### config.mk
export PLATFORM = sky130hd
export DESIGN_NAME = serializer8_com
export DESIGN_NICKNAME = d
export VERILOG_FILES = /design/src/rtl/serializer8_com.sv
export SDC_FILE = /design/constraint.sdc
export NUM_CORES = 1
export LEC_CHECK = 0
export CORE_UTILIZATION = 53
export DETAILED_ROUTE_END_ITERATION = 7
export PLACE_DENSITY = 0.77
export SLEW_MARGIN = 20
export SYNTH_ARGS = -nofsm -noshare
export SYNTH_HDL_FRONTEND = slang
export SYNTH_SLANG_ARGS = --single-unit
### constraint.sdc
create_clock -name clk -period 2.15 [get_ports clk]
set_input_delay 0.43 -clock clk [delete_from_list [all_inputs] [get_ports clk]]
set_output_delay 0.43 -clock clk [all_outputs]
set_load 0.01 [all_outputs]
### src/rtl/serializer8_com.sv
// MSB-first byte serializer with COM idle fill and post-reset link sync.
// One-entry holding buffer lets upstream hand over a byte at any phase.
module serializer8_com #(
  parameter logic [7:0] COM_SYMBOL = 8'hBC,
  parameter int         SYNC_COUNT = 4
) (
  input  logic       clk,
  input  logic       reset,
  input  logic [7:0] in_data,
  input  logic       in_valid,
  output logic       in_ready,
  output logic       ser_out,
  output logic       sym_start,
  output logic       active
);

  localparam logic ST_SYNC   = 1'b0;
  localparam logic ST_ACTIVE = 1'b1;
  localparam logic [3:0] SYNC_LAST = 4'(SYNC_COUNT - 1);

  logic       state;
  logic       state_nxt;
  logic [2:0] bitcnt;
  logic [3:0] sync_cnt;
  logic [7:0] sh;
  logic [7:0] hold;
  logic       hold_full;
  logic       last_bit;
  logic       accept;

  assign last_bit = (bitcnt == 3'd7);
  assign in_ready = reset & (state == ST_ACTIVE)
                  & (~hold_full | last_bit);
  assign accept   = in_valid & in_ready;

  always_comb begin
    state_nxt = state;
    if (state == ST_SYNC && last_bit &&
        sync_cnt == SYNC_LAST)
      state_nxt = ST_ACTIVE;
  end

  always_ff @(posedge clk or negedge reset) begin
    if (!reset) begin
      state     <= ST_SYNC;
      bitcnt    <= 3'd0;
      sync_cnt  <= 4'd0;
      sh        <= COM_SYMBOL;
      hold      <= 8'h00;
      hold_full <= 1'b0;
      ser_out   <= 1'b0;
      sym_start <= 1'b0;
      active    <= 1'b0;
    end else begin
      bitcnt    <= bitcnt + 3'd1;
      ser_out   <= sh[3'd7 - bitcnt];
      sym_start <= (bitcnt == 3'd0);
      state     <= state_nxt;
      active    <= (state_nxt == ST_ACTIVE);
      if (state == ST_SYNC && last_bit)
        sync_cnt <= sync_cnt + 4'd1;
      // Older buffered byte always goes out before a new one.
      if (last_bit) begin
        if (hold_full)
          sh <= hold;
        else if (accept)
          sh <= in_data;
        else
          sh <= COM_SYMBOL;
      end
      if (accept && (hold_full || !last_bit)) begin
        hold      <= in_data;
        hold_full <= 1'b1;
      end else if (last_bit) begin
        hold_full <= 1'b0;
      end
    end
  end

endmodule

# Word level (Yosys, flattened, before mapping)
# Cells that the tools add are included.
[word_totals] regBits=27 latch_bits=0 ramBits=0 rom_bits=0 input_bits=11 out_inout_bits=4 word_cells=33 memories=0
[op_classes] add_sub_neg=3 mul=0 n_div=0 order_cmp=1 n_eq_ne=2 n_shift=0 muxes=6 bitwise_logic=6 reduce_logical=7
[op_table] cell="$mux W8" n=2
[op_table] cell="$add A4 B1 Y4 const B" n=1
[op_table] cell="$eq A4 B2 Y1 const B" n=1
[op_table] cell="$lt A3 B4 Y1 const B" n=1
[op_table] cell="$add A3 B1 Y3 const B" n=1
[op_table] cell="$and A1 B1 Y1" n=3
[op_table] cell="$bmux W1 S3" n=1
[op_table] cell="$eq A3 B3 Y1 const B" n=1
[op_table] cell="$logic_and A1 B1 Y1" n=3
[op_table] cell="$logic_not A3 Y1" n=1
[op_table] cell="$mux W1" n=3
[op_table] cell="$sub A3 B3 Y3 const A" n=1
[op_table] cell="$not A1 Y1" n=2
[op_table] cell="$reduce_bool A2 Y1" n=1
[op_table] cell="$logic_not A1 Y1" n=1
[op_table] cell="$logic_or A1 B1 Y1" n=1
[op_table] cell="$or A1 B1 Y1" n=1

# Depth between registers and ports, before layout
# Gate-level depths: netlist of the first run.
[logic_depth] depth_word=6 depth_mapped=6 depth_no_buf=5

# Worst setup path before layout of the first run
# Ideal clock, no wire load.
[synth_path] path_kind="reg-to-reg" start="reg bitcnt[0]" end="reg hold[0]" setup_ps=125 arrival_time_ps=1619 required_ps=2025 path_slack_ps=407 stages_incl_launch_ff=6 path_buffers=0 period_less_slack_ps=1743 cell_sequence="dfrtp_1 > ha_1 > ha_1 > nor2b_1 > nor3_4 > mux2_2"
[synth_via] elab_chain_cells=5 word_cells_on_any_way=7 classes_between="eq/ne (1); bitwise (3); reduce/logical (3)"
[synth_lines] element="from (decl)" line_no="23" source="logic [2:0] bitcnt;"
[synth_lines] element="from (signal assigned)" line_no="55" source="bitcnt <= bitcnt + 3'd1;"
[synth_lines] element="$eq A3 B3 Y1 *" line_no="31" source="assign last_bit = (bitcnt == 3'd7);"
[synth_lines] element="via last_bit" line_no="28" source="logic last_bit;"
[synth_lines] element="$or A1 B1 Y1" line_no="33" source="& (~hold_full | last_bit);"
[synth_lines] element="$and A1 B1 Y1" line_no="33"
[synth_lines] element="$and A1 B1 Y1" line_no="34" source="assign accept = in_valid & in_ready;"
[synth_lines] element="$logic_and A1 B1 Y1 *" line_no="71" source="if (accept && (hold_full || !last_bit)) begin"
[synth_lines] element="to (signal assigned)" line_no="72" source="hold <= in_data;"
[synth_lines] element="to (decl)" line_no="26" source="logic [7:0] hold;"
# Mark *: on every way through the listed nets, which the timed path passes. The rest lies on a longest branch.
# A chain may end at the register's enable or synchronous reset.

# Final worst setup path of the first run
[layout_path] start="reg bitcnt[0]" end="out in_ready"
[layout_via] elab_chain_cells=3
[layout_lines] element="$eq A3 B3 Y1" line_no="31"
[layout_lines] element="via last_bit" line_no="28"
[layout_lines] element="$or A1 B1 Y1" line_no="33"
[layout_lines] element="$and A1 B1 Y1" line_no="33"
[layout_lines] element="to (decl)" line_no="11" source="output logic in_ready,"
# The timed path passes the listed nets, and every way through them passes these cells.

==> key figures, run 1 <==
Logic synthesis
  • Post-synth top area cell: dfrtp_1
  • Async SR Flop Fraction: 1.00
  • Seq/Total Area, Yosys: 0.589
  • Yosys warnings: 0
  • Syn Area/Cell: 13.0 sq um
  • Post-synth cell types: 22
  • EDFF count, synth: 0
  • Post-synthesis cell area: 1160 sq um
  • Top cell type's share of synthesized area: 0.475
  • Synthesized net count: 104
  • Top-count cell post-synth: dfrtp_1
  • Ys flop type: dfrtp_1
  • Top cells by count, synth: dfrtp_1 (22), mux2_2 (9), nor2b_1 (8), inv_1 (7), nand2_1 (6)
  • Synthesis-stage register bit count: 27
  • Syn Inst Count: 89
  • Top post-synthesis cells by area: dfrtp_1 (48%), dfstp_2 (11%), mux2_2 (8.7%), ha_1 (4.3%), nor2b_1 (4.3%)

GRT
  • Gr usage total: 0.217
  • GR Util met3: 0.0314
  • Vias in the first global route: 817
  • Met1 Usage GRT: 0.288
  • Grt ovf: 0
  • GRT Max-Usage Layer: met2
  • Largest net degree at the start of global routing: 28
  • First-pass GRT wire length: 3.77 mm
  • Initial antenna violation count: 0
  • GR Layer Usage met2: 0.350

Power and ir drop
  • VDD IR max: 0.486 mV
  • Overall power: 1.07 mW
  • Lkg Pwr: 0.630 nW
  • Cell Pwr Density: 754 nW/um^2

Timing
  • Min Tclk post-route: 2.03 ns
  • Max-slew headroom at the worst pin: 0.735
  • Max-slew violation count: 0
  • Fin Setup TNS: 0 ns
  • Fmax achieved: 493 MHz
  • Clk_skew: 0.00220 ns
  • Final WS setup: 0.122 ns
  • Unrepaired setup endpoints after global routing: false
  • Period utilisation layout: 0.943
  • Worst hold margin: 0.524 ns
  • Setup violations, final: 0
  • Final Hold Violating Endpoints: 0
  • Least-Margin Pin Slew: 0.396 ns

Floorplanning
  • Io pins: 15
  • Die Ht: 48.8 microns
  • # rows: 16
  • Die W: 48.8 microns
  • Core area: 2000 sq um
  • Initial Util: 0.579
  • Die footprint: 2380 sq um

Cells and area
  • Reg area: 682 sq um
  • Fraction of layout cells with a size suffix above 1: 0.295
  • Fillers: 147
  • Area growth syn-to-layout: 21.9%
  • Nets@finish: 128
  • Non-Filler Instances: 139
  • Fin util: 0.706
  • Post-route cell area: 1410 sq um
  • Multi-input gate area: 449 sq um
  • Antenna diode count: 0

Clocking
  • H-tree Lvls: 1
  • Clk_lat worst skew: 0.32 ns
  • CTS max path bufs: 2
  • Num CTS Buffers: 3
  • Clk pin slew, worst setup/hold paths: 0.14 ns
  • CTS tree: built
  • Root buffer cell: clkbuf_4
  • CTS Hold Bufs: 0
  • TritonCTS Sinks: 27

Place
  • Post-placement cell count: 132
  • Dpl cell area: 1350 sq um
  • IO Port Bufs: 14
  • Pre-CTS setup slack: 0.0709 ns
  • GPL Wtd Cong: 0.760
  • Dpl hpwl: 1.38 mm

Flow run
  • Max cap viols: 0

Drt
  • Remaining design rule violation count: 0
  • DRT Wirelength: 2.14 mm
  • Antenna viol nets, final: 0
  • Initial DRC Count: 11
  • Vias per cell: 5.48
  • DR pass1 iterations: 4
  • Vias post-DR: 762
  • Wirelength per Cell: 15.4 microns

Status
  • Status: completed

Hold path
  • Worst Hold Class: flip-flop to flip-flop

Critical path
  • Crit Path Class: flip-flop to output pin
  • Crit end category: output pin
  • Crit path DAT: 1.60 ns
  • Worst Path Max Fanout: 2
  • CP startpoint kind: flip-flop
  • Worst Path Required: 1.72 ns
-- repair_timing --
action / in CTS / in global routing
setup buffers: 3 / 0
gates resized for setup: 2 / 2
cloned: 0 / 0
setup endpoints to repair: 1 / 9
-- cell type report --
| type | count | area share |
|---|---|---|
| Inverter | 7 | 0.0186 |
| Clock buffer | 3 | 0.0159 |
| Sequential cell | 27 | 0.483 |
| Tap cell | 27 | 0.0239 |
| Timing Repair Buffer | 21 | 0.136 |
| Multi-Input combinational cell | 53 | 0.318 |
| Clock inverter | 1 | 0.00531 |
-- placed cells by master, fill, tap and decap left out, types with 3 or more instances in the layout --
cell / n
clkdlybuf4s50_1: 13
nand2_1: 6
dfstp_2: 5
a21oi_1: 5
ha_1: 3
inv_1: 7
o22ai_1: 5
buf_4: 7
nor2b_1: 6
a221o_1: 3
dfrtp_1: 22
clkbuf_4: 3
mux2_2: 9
-- report_power, final --
part | switching, mW | internal, mW
sequential | 0.0462 | 0.612
combinational | 0.0685 | 0.121
clock | 0.147 | 0.0711
-- path summary, 6_finish.rpt --
check | start | end | slack [ns] | cells past startpoint
hold / removal | sync_cnt[0] | sync_cnt[0] | 0.52 | 1
setup reg to reg | bitcnt[0] | hold[7] | 0.25 | 7
setup / recovery | bitcnt[0] | in_ready | 0.12 | 5
max in group asynchronous | reset | sh[2] | 1.31 | 2
hold reg to reg | sync_cnt[0] | sync_cnt[0] | 0.52 | 1
min in group asynchronous | reset | bitcnt[1] | 0.54 | 2
-- critical path, stage by stage (launching register included) --
cell and delay [ns]:
dfrtp_1 0.42, ha_1 0.20, ha_2 0.18, nor2b_2 0.14
nor2_1 0.06, dlygate4sd2_1 0.28
-- state kept, by name, summed over array words and instances, names as in the netlist --
name	count
ser_out	1
state	1
hold_full	1
sh	8
bitcnt	3
sym_start	1
sync_cnt	4
hold	8
-- metal layers --
layer | part of all wire | up-vias
li1 | - | 354
met1 | 0.44 | 384
met2 | 0.50 | 18
met3 | 0.033 | 6
met4 | 0.023 | 0
met5 | 0 | -
-- cells by family (layout without fill, tap and decap cells) --
| family | after synthesis | after routing | share of synthesized area |
|---|---|---|---|
| compound gates | 13 | 13 | 0.0745 |
| xor+xnor | 3 | 3 | 0.0227 |
| fa+ha+maj | 4 | 4 | 0.0432 |
| buf+inv | 9 | 32 | 0.0302 |
| flops | 27 | 27 | 0.589 |
| mux | 11 | 11 | 0.126 |
| simple gates | 22 | 22 | 0.114 |
No activity file was read; power rests on OpenSTA's default activity.
==> run 2: changes to the inputs <==
- TNS_END_PERCENT: not set -> 30
==> results of run 2 <==
No change in the layout: final DEF, timing and power equal those of run 1.
